`config.mk`:
```
export PLATFORM = sky130hd
export DESIGN_NAME = mem_port_arbiter
export DESIGN_NICKNAME = d
export VERILOG_FILES = /design/src/rtl/mem_port_arbiter.sv
export SDC_FILE = /design/constraint.sdc
export NUM_CORES = 1
export LEC_CHECK = 0
export CORE_ASPECT_RATIO = 1.2
export CORE_MARGIN = 4
export CORE_UTILIZATION = 35
export CTS_CLUSTER_SIZE = 12
export DETAILED_ROUTE_END_ITERATION = 8
export PLACE_DENSITY = 0.72
export SETUP_SLACK_MARGIN = 0.05
export SLEW_MARGIN = 20
export SYNTH_ARGS = -nofsm -noshare
export SYNTH_HDL_FRONTEND = slang
export SYNTH_SLANG_ARGS = --single-unit
```
`constraint.sdc`:
```
create_clock -name clk -period 4.1 [get_ports clk]
set_input_delay 0.82 -clock clk [delete_from_list [all_inputs] [get_ports clk]]
set_output_delay 0.82 -clock clk [all_outputs]
set_load 0.005 [all_outputs]
```
`src/rtl/mem_port_arbiter.sv`:
```
// Shares one single-port synchronous RAM between the fetch (IF) and MEM stages.
// One transaction in flight at a time; MEM wins unless IF has been passed over STARVE_MAX times.
module mem_port_arbiter #(
    parameter int ADDR_W     = 32,
    parameter int DATA_W     = 32,
    parameter int MEM_LAT    = 2,
    parameter int STARVE_MAX = 4
) (
    input  logic              clk,
    input  logic              reset,
    input  logic              i_if_req,
    input  logic [ADDR_W-1:0] i_if_addr,
    output logic [DATA_W-1:0] o_if_rdata,
    output logic              o_if_ack,
    output logic              o_if_stall,
    input  logic              i_mem_req,
    input  logic              i_mem_we,
    input  logic [ADDR_W-1:0] i_mem_addr,
    input  logic [DATA_W-1:0] i_mem_wdata,
    output logic [DATA_W-1:0] o_mem_rdata,
    output logic              o_mem_ack,
    output logic              o_mem_stall,
    output logic              o_ram_en,
    output logic              o_ram_we,
    output logic [ADDR_W-1:0] o_ram_addr,
    output logic [DATA_W-1:0] o_ram_wdata,
    input  logic [DATA_W-1:0] i_ram_rdata,
    output logic              o_grant_mem
);

    localparam int CNT_W    = (MEM_LAT > 1) ? $clog2(MEM_LAT) : 1;
    localparam int STARVE_W = $clog2(STARVE_MAX + 1);

    typedef enum logic [1:0] {
        S_IDLE,
        S_ISSUE,
        S_WAIT,
        S_ACK
    } state_t;

    state_t              r_state;
    state_t              w_state_nxt;
    logic [STARVE_W-1:0] r_starve_cnt;
    logic [STARVE_W-1:0] w_starve_nxt;
    logic [CNT_W-1:0]    r_wait_cnt;
    logic                r_we;
    logic                r_grant_mem;
    logic                r_if_ack;
    logic                r_mem_ack;
    logic [DATA_W-1:0]   r_if_rdata;
    logic [DATA_W-1:0]   r_mem_rdata;
    logic                r_ram_en;
    logic                r_ram_we;
    logic [ADDR_W-1:0]   r_ram_addr;
    logic [DATA_W-1:0]   r_ram_wdata;
    logic                w_req_any;
    logic                w_pick_if;
    logic                w_last_wait;

    assign w_req_any   = i_if_req | i_mem_req;
    assign w_pick_if   = i_if_req & (~i_mem_req | (r_starve_cnt == STARVE_W'(STARVE_MAX)));
    assign w_last_wait = (r_wait_cnt == '0);

    always_comb begin
        // NOTE: every always_comb output is defaulted before the case, so no path can infer a latch.
        w_state_nxt  = r_state;
        w_starve_nxt = r_starve_cnt;
        case (r_state)
            S_IDLE: begin
                if (w_req_any) begin
                    w_state_nxt = S_ISSUE;
                    if (w_pick_if) begin
                        w_starve_nxt = '0;
                    end else if (i_if_req && (r_starve_cnt != STARVE_W'(STARVE_MAX))) begin
                        w_starve_nxt = r_starve_cnt + STARVE_W'(1);
                    end
                end
            end
            S_ISSUE: w_state_nxt = S_WAIT;
            S_WAIT:  if (w_last_wait) w_state_nxt = S_ACK;
            S_ACK:   w_state_nxt = S_IDLE;
            default: w_state_nxt = S_IDLE;
        endcase
    end

    // NOTE: sequential state uses non-blocking assignments so every flop samples pre-edge values.
    always_ff @(posedge clk) begin
        if (reset) r_state <= S_IDLE;
        else       r_state <= w_state_nxt;
    end

    // NOTE: the latched write flag is rewritten at every grant before WAIT reads it, so it needs no reset.
    always_ff @(posedge clk) begin
        if (r_state == S_IDLE && w_req_any) r_we <= ~w_pick_if & i_mem_we;
    end

    always_ff @(posedge clk) begin
        if (reset) begin
            r_starve_cnt <= '0;
            r_wait_cnt   <= '0;
            r_grant_mem  <= 1'b0;
            r_if_ack     <= 1'b0;
            r_mem_ack    <= 1'b0;
            r_if_rdata   <= '0;
            r_mem_rdata  <= '0;
            r_ram_en     <= 1'b0;
            r_ram_we     <= 1'b0;
            r_ram_addr   <= '0;
            r_ram_wdata  <= '0;
        end else begin
            r_starve_cnt <= w_starve_nxt;
            r_ram_en     <= 1'b0;
            r_ram_we     <= 1'b0;
            r_if_ack     <= 1'b0;
            r_mem_ack    <= 1'b0;
            case (r_state)
                S_IDLE: begin
                    // The RAM address/data registers double as the latched request.
                    if (w_req_any) begin
                        r_grant_mem <= ~w_pick_if;
                        r_ram_en    <= 1'b1;
                        r_ram_we    <= ~w_pick_if & i_mem_we;
                        r_ram_addr  <= w_pick_if ? i_if_addr : i_mem_addr;
                        r_ram_wdata <= w_pick_if ? '0 : i_mem_wdata;
                    end
                end
                S_ISSUE: r_wait_cnt <= CNT_W'(MEM_LAT - 1);
                S_WAIT: begin
                    if (w_last_wait) begin
                        if (r_grant_mem) begin
                            r_mem_rdata <= r_we ? '0 : i_ram_rdata;
                            r_mem_ack   <= 1'b1;
                        end else begin
                            r_if_rdata  <= i_ram_rdata;
                            r_if_ack    <= 1'b1;
                        end
                    end else begin
                        r_wait_cnt <= r_wait_cnt - CNT_W'(1);
                    end
                end
                default: ;
            endcase
        end
    end

    assign o_if_rdata  = r_if_rdata;
    assign o_if_ack    = r_if_ack;
    assign o_if_stall  = i_if_req & ~r_if_ack;
    assign o_mem_rdata = r_mem_rdata;
    assign o_mem_ack   = r_mem_ack;
    assign o_mem_stall = i_mem_req & ~r_mem_ack;
    assign o_ram_en    = r_ram_en;
    assign o_ram_we    = r_ram_we;
    assign o_ram_addr  = r_ram_addr;
    assign o_ram_wdata = r_ram_wdata;
    assign o_grant_mem = r_grant_mem;

endmodule

```
==> PnR_summary.wiki <==
{| class="wikitable"
! Metric !! Value
|-
| Area taken by flip-flops and latches || between 2000 and 3000 sq um
|-
| Final Hold Fails || 0
|-
| Final worst path period share || 0.724
|-
| Data arrival at the endpoint of the critical path || 2.15 ns
|-
| Sink count of the clock tree || 140
|-
| Routed length per placed instance || between 15 and 20 microns
|-
| Share of layout cells above drive strength 1 || 0.102
|-
| Worst vdd ir || 0.263 mV
|-
| Total DRC errors in the routed layout || 0
|-
| TritonCTS clock tree || done
|-
| Dominant cell type by area after synthesis || dfxtp_1
|-
| RD Place Congestion || 0.731
|-
| Final Routed Wirelength || 17900 microns
|-
| Signed area change from the synthesized netlist to the final layout || 61.8%
|-
| Worst hold path startpoint || o_mem_rdata[5]
|-
| Post-detailed-route via-to-cell ratio || about 5
|-
| First-iteration detailed-routing DRC count || 340
|-
| Library cells used by synthesis || 37
|-
| CTS clk-pin slew, worst paths || 0.06 ns
|-
| Area fraction of the dominant cell type after synthesis || 0.501
|-
| Die X || ~120 microns
|-
| Global-route wire length before repair || 26900 microns
|-
| Count of mapped cells out of synthesis || approximately 600
|-
| Antenna violations before repair || 0
|-
| GRT Util Overall || 0.189
|-
| Max Cap Viol || 0
|-
| Starting utilization of the core area || 0.357
|-
| Outcome || complete, no violations
|-
| Critical path required time || roughly 3.3 ns
|-
| Post-DP HPWL || about 12000 microns
|-
| Clock root cell || clkbuf_16
|-
| Count of port buffers added during placement || roughly 270
|-
| Overflow left after global routing || 0
|-
| Capturing element type of the critical path || output pin
|-
| Final Worst Setup Slack || 1.13 ns
|-
| RSZ-0062 raised after global routing || no
|-
| Remaining max-slew budget at the tightest pin || 0.317
|-
| Residual antenna-violating net count after detailed routing || 0
|-
| Final antenna diode count || 0
|-
| Minimum clock period after layout || between 2 and 3 ns
|-
| Pleak || roughly 3.1 nW
|-
| Register-to-register path setup slack || around 2.0 ns
|-
| Largest fanout on the critical path || 7
|-
| Vias after detailed routing || around 5400
|-
| Number of buffers on the longest clock path || 2
|-
| Post-CTS setup-driven buffer insertion count || 0
|-
| DP Worst Slack || 1.14 ns
|-
| Top cells by area in the synthesized netlist || dfxtp_1, nand2_1, a21oi_1
|-
| Core Rows || 50
|-
| Net count of the mapped netlist || about 750
|-
| CP startpoint || i_mem_req
|-
| Chip height || 146 microns
|-
| Number of global-route vias before repair || roughly 5000
|-
| Power density cells || around 540 nW/um^2
|-
| Number of optimization iterations in the first detailed-route pass || 4
|-
| Setup skew after layout || just over 0.01 ns
|-
| Total CTS buffers || 17
|-
| Achievable clock frequency || around 340 MHz
|-
| Mapped cell area || ~5600 sq um
|-
| Count of state elements after synthesis || 140
|-
| Final setup violation count || 0
|-
| Hold-fix buffers at CTS || 0
|-
| Path type of the worst min-delay path || flip-flop to flip-flop
|-
| Total Nets Final || roughly 990
|-
| Reg2Reg Launch Point || r_state[0]
|-
| Total area of multi-input combinational cells || approximately 2500 sq um
|-
| Setup TNS || 0 ns
|-
| Kind of launch point of the worst setup path || input port
|-
| Mean Syn Cell Area || ~9.2 sq um
|-
| Die outline area || ~18000 sq um
|-
| Actual slew at the worst max-slew pin || between 1 and 1.5 ns
|-
| Total core area || 15600 sq um
|-
| Max-slew violation count || 0
|-
| Count of instances resized after the clock tree is built || 0
|-
| Number of levels the H-tree was split into || 4
|-
| Total of fill cells in the finished design || ~1400
|-
| Number of top-level design ports || around 270
|-
| Number of warnings printed during yosys synthesis || 0
|-
| Maximum number of pins on one net before global-route repair || 65
|-
| Worst-skew pair later-pin latency || 0.42 ns
|-
| Fraction of the yosys area taken by sequential cells || 0.506
|-
| WS Path Type || input port to output pin
|}
==> layer usage <==
| metal | share of wire | global-route usage |
|---|---|---|
| met1 | 0.40 | 0.212 |
| met2 | 0.49 | 0.322 |
| met3 | 0.095 | 0.0721 |
| met4 | 0.021 | 0.0704 |
| met5 | 0 | 0 |
==> path summary, 6_finish.rpt <==
kind,to,depth (start not counted)
max,o_mem_stall,3
min,o_mem_rdata[5],2
max reg2reg,o_if_rdata[26],6
min reg2reg,o_mem_rdata[5],2
==> critical path: stages <==
cell	delay, ns
clkdlybuf4s50_1	0.63
nor2b_1	0.19
clkdlybuf4s50_1	0.51
==> final cells by class <==
class | instances | share of cell area
Timing Repair Buffer | 281 | 0.314
Sequential cell | 140 | 0.313
Multi-Input combinational cell | 401 | 0.273
Clock buffer | 19 | 0.0493
Tap cell | 208 | 0.0290
Clock inverter | 13 | 0.0198
Inverter | 6 | 0.00264
==> synth_stat cells (all sizes together) <==
cell type and count:
or3 2, nand4 1, a21o 1, a21boi 1, or3b 4, nand3b 1, and3 1, a22o 30
a211oi 2, a21oi 71, and2 1, a311oi 33, o211ai 32, dfxtp 139, ha 5, a21bo 1
inv 6, nand3 33, nor2 39, edfxtp 1, nor3b 2, nor2b 2, clkbuf 27, o21ai 34
buf 33, nand2 104, nor3 1
==> kinds of logic after synthesis <==
kind of cell    count (synthesis)  synth area share
compound gates                205             0.280
fa+ha+maj                       5            0.0113
buf+inv                        66            0.0565
flops                         140             0.506
simple gates                  191             0.146
==> layout by cell type (no fill, tap or decap), types with 12 or more instances in the layout <==
cell type	count
clkdlybuf4s50_1	266
nor2_1	39
buf_4	12
a311oi_2	23
dfxtp_1	139
nand2_1	104
a21oi_1	71
nand3_1	33
a22o_1	30
clkbuf_16	17
o211ai_1	32
o21ai_0	13
==> registers in the layout, indices dropped and copies added (netlist names) <==
| signal | count |
|---|---|
| o_ram_we | 1 |
| o_grant_mem | 1 |
| o_if_rdata | 32 |
| r_starve_cnt | 3 |
| o_ram_wdata | 32 |
| o_if_ack | 1 |
| o_ram_en | 1 |
| r_wait_cnt | 1 |
| r_state | 2 |
| o_ram_addr | 32 |
| o_mem_ack | 1 |
| o_mem_rdata | 32 |
| r_we | 1 |
==> per-stage QoR <==
step	total power, mW	instances	instance area [sq um]	util	hold WS, ns
after floorplan	2.52	607	5560	-	0.448
after global placement	3.30	1035	8340	0.535	0.440
after detailed placement	3.32	1036	8370	0.537	0.445
after CTS	4.95	1068	8990	0.577	0.454
after global routing	5.15	1068	8990	0.577	0.466
final	4.89	1068	8990	0.577	0.452
==> report_power, final <==
group          internal [mW]  leakage, nW  switching [mW]
registers               1.61         1.14           0.133
clock network          0.989        0.298           0.620
logic                  0.795         1.69           0.737
(Power assumes the default switching activity.)
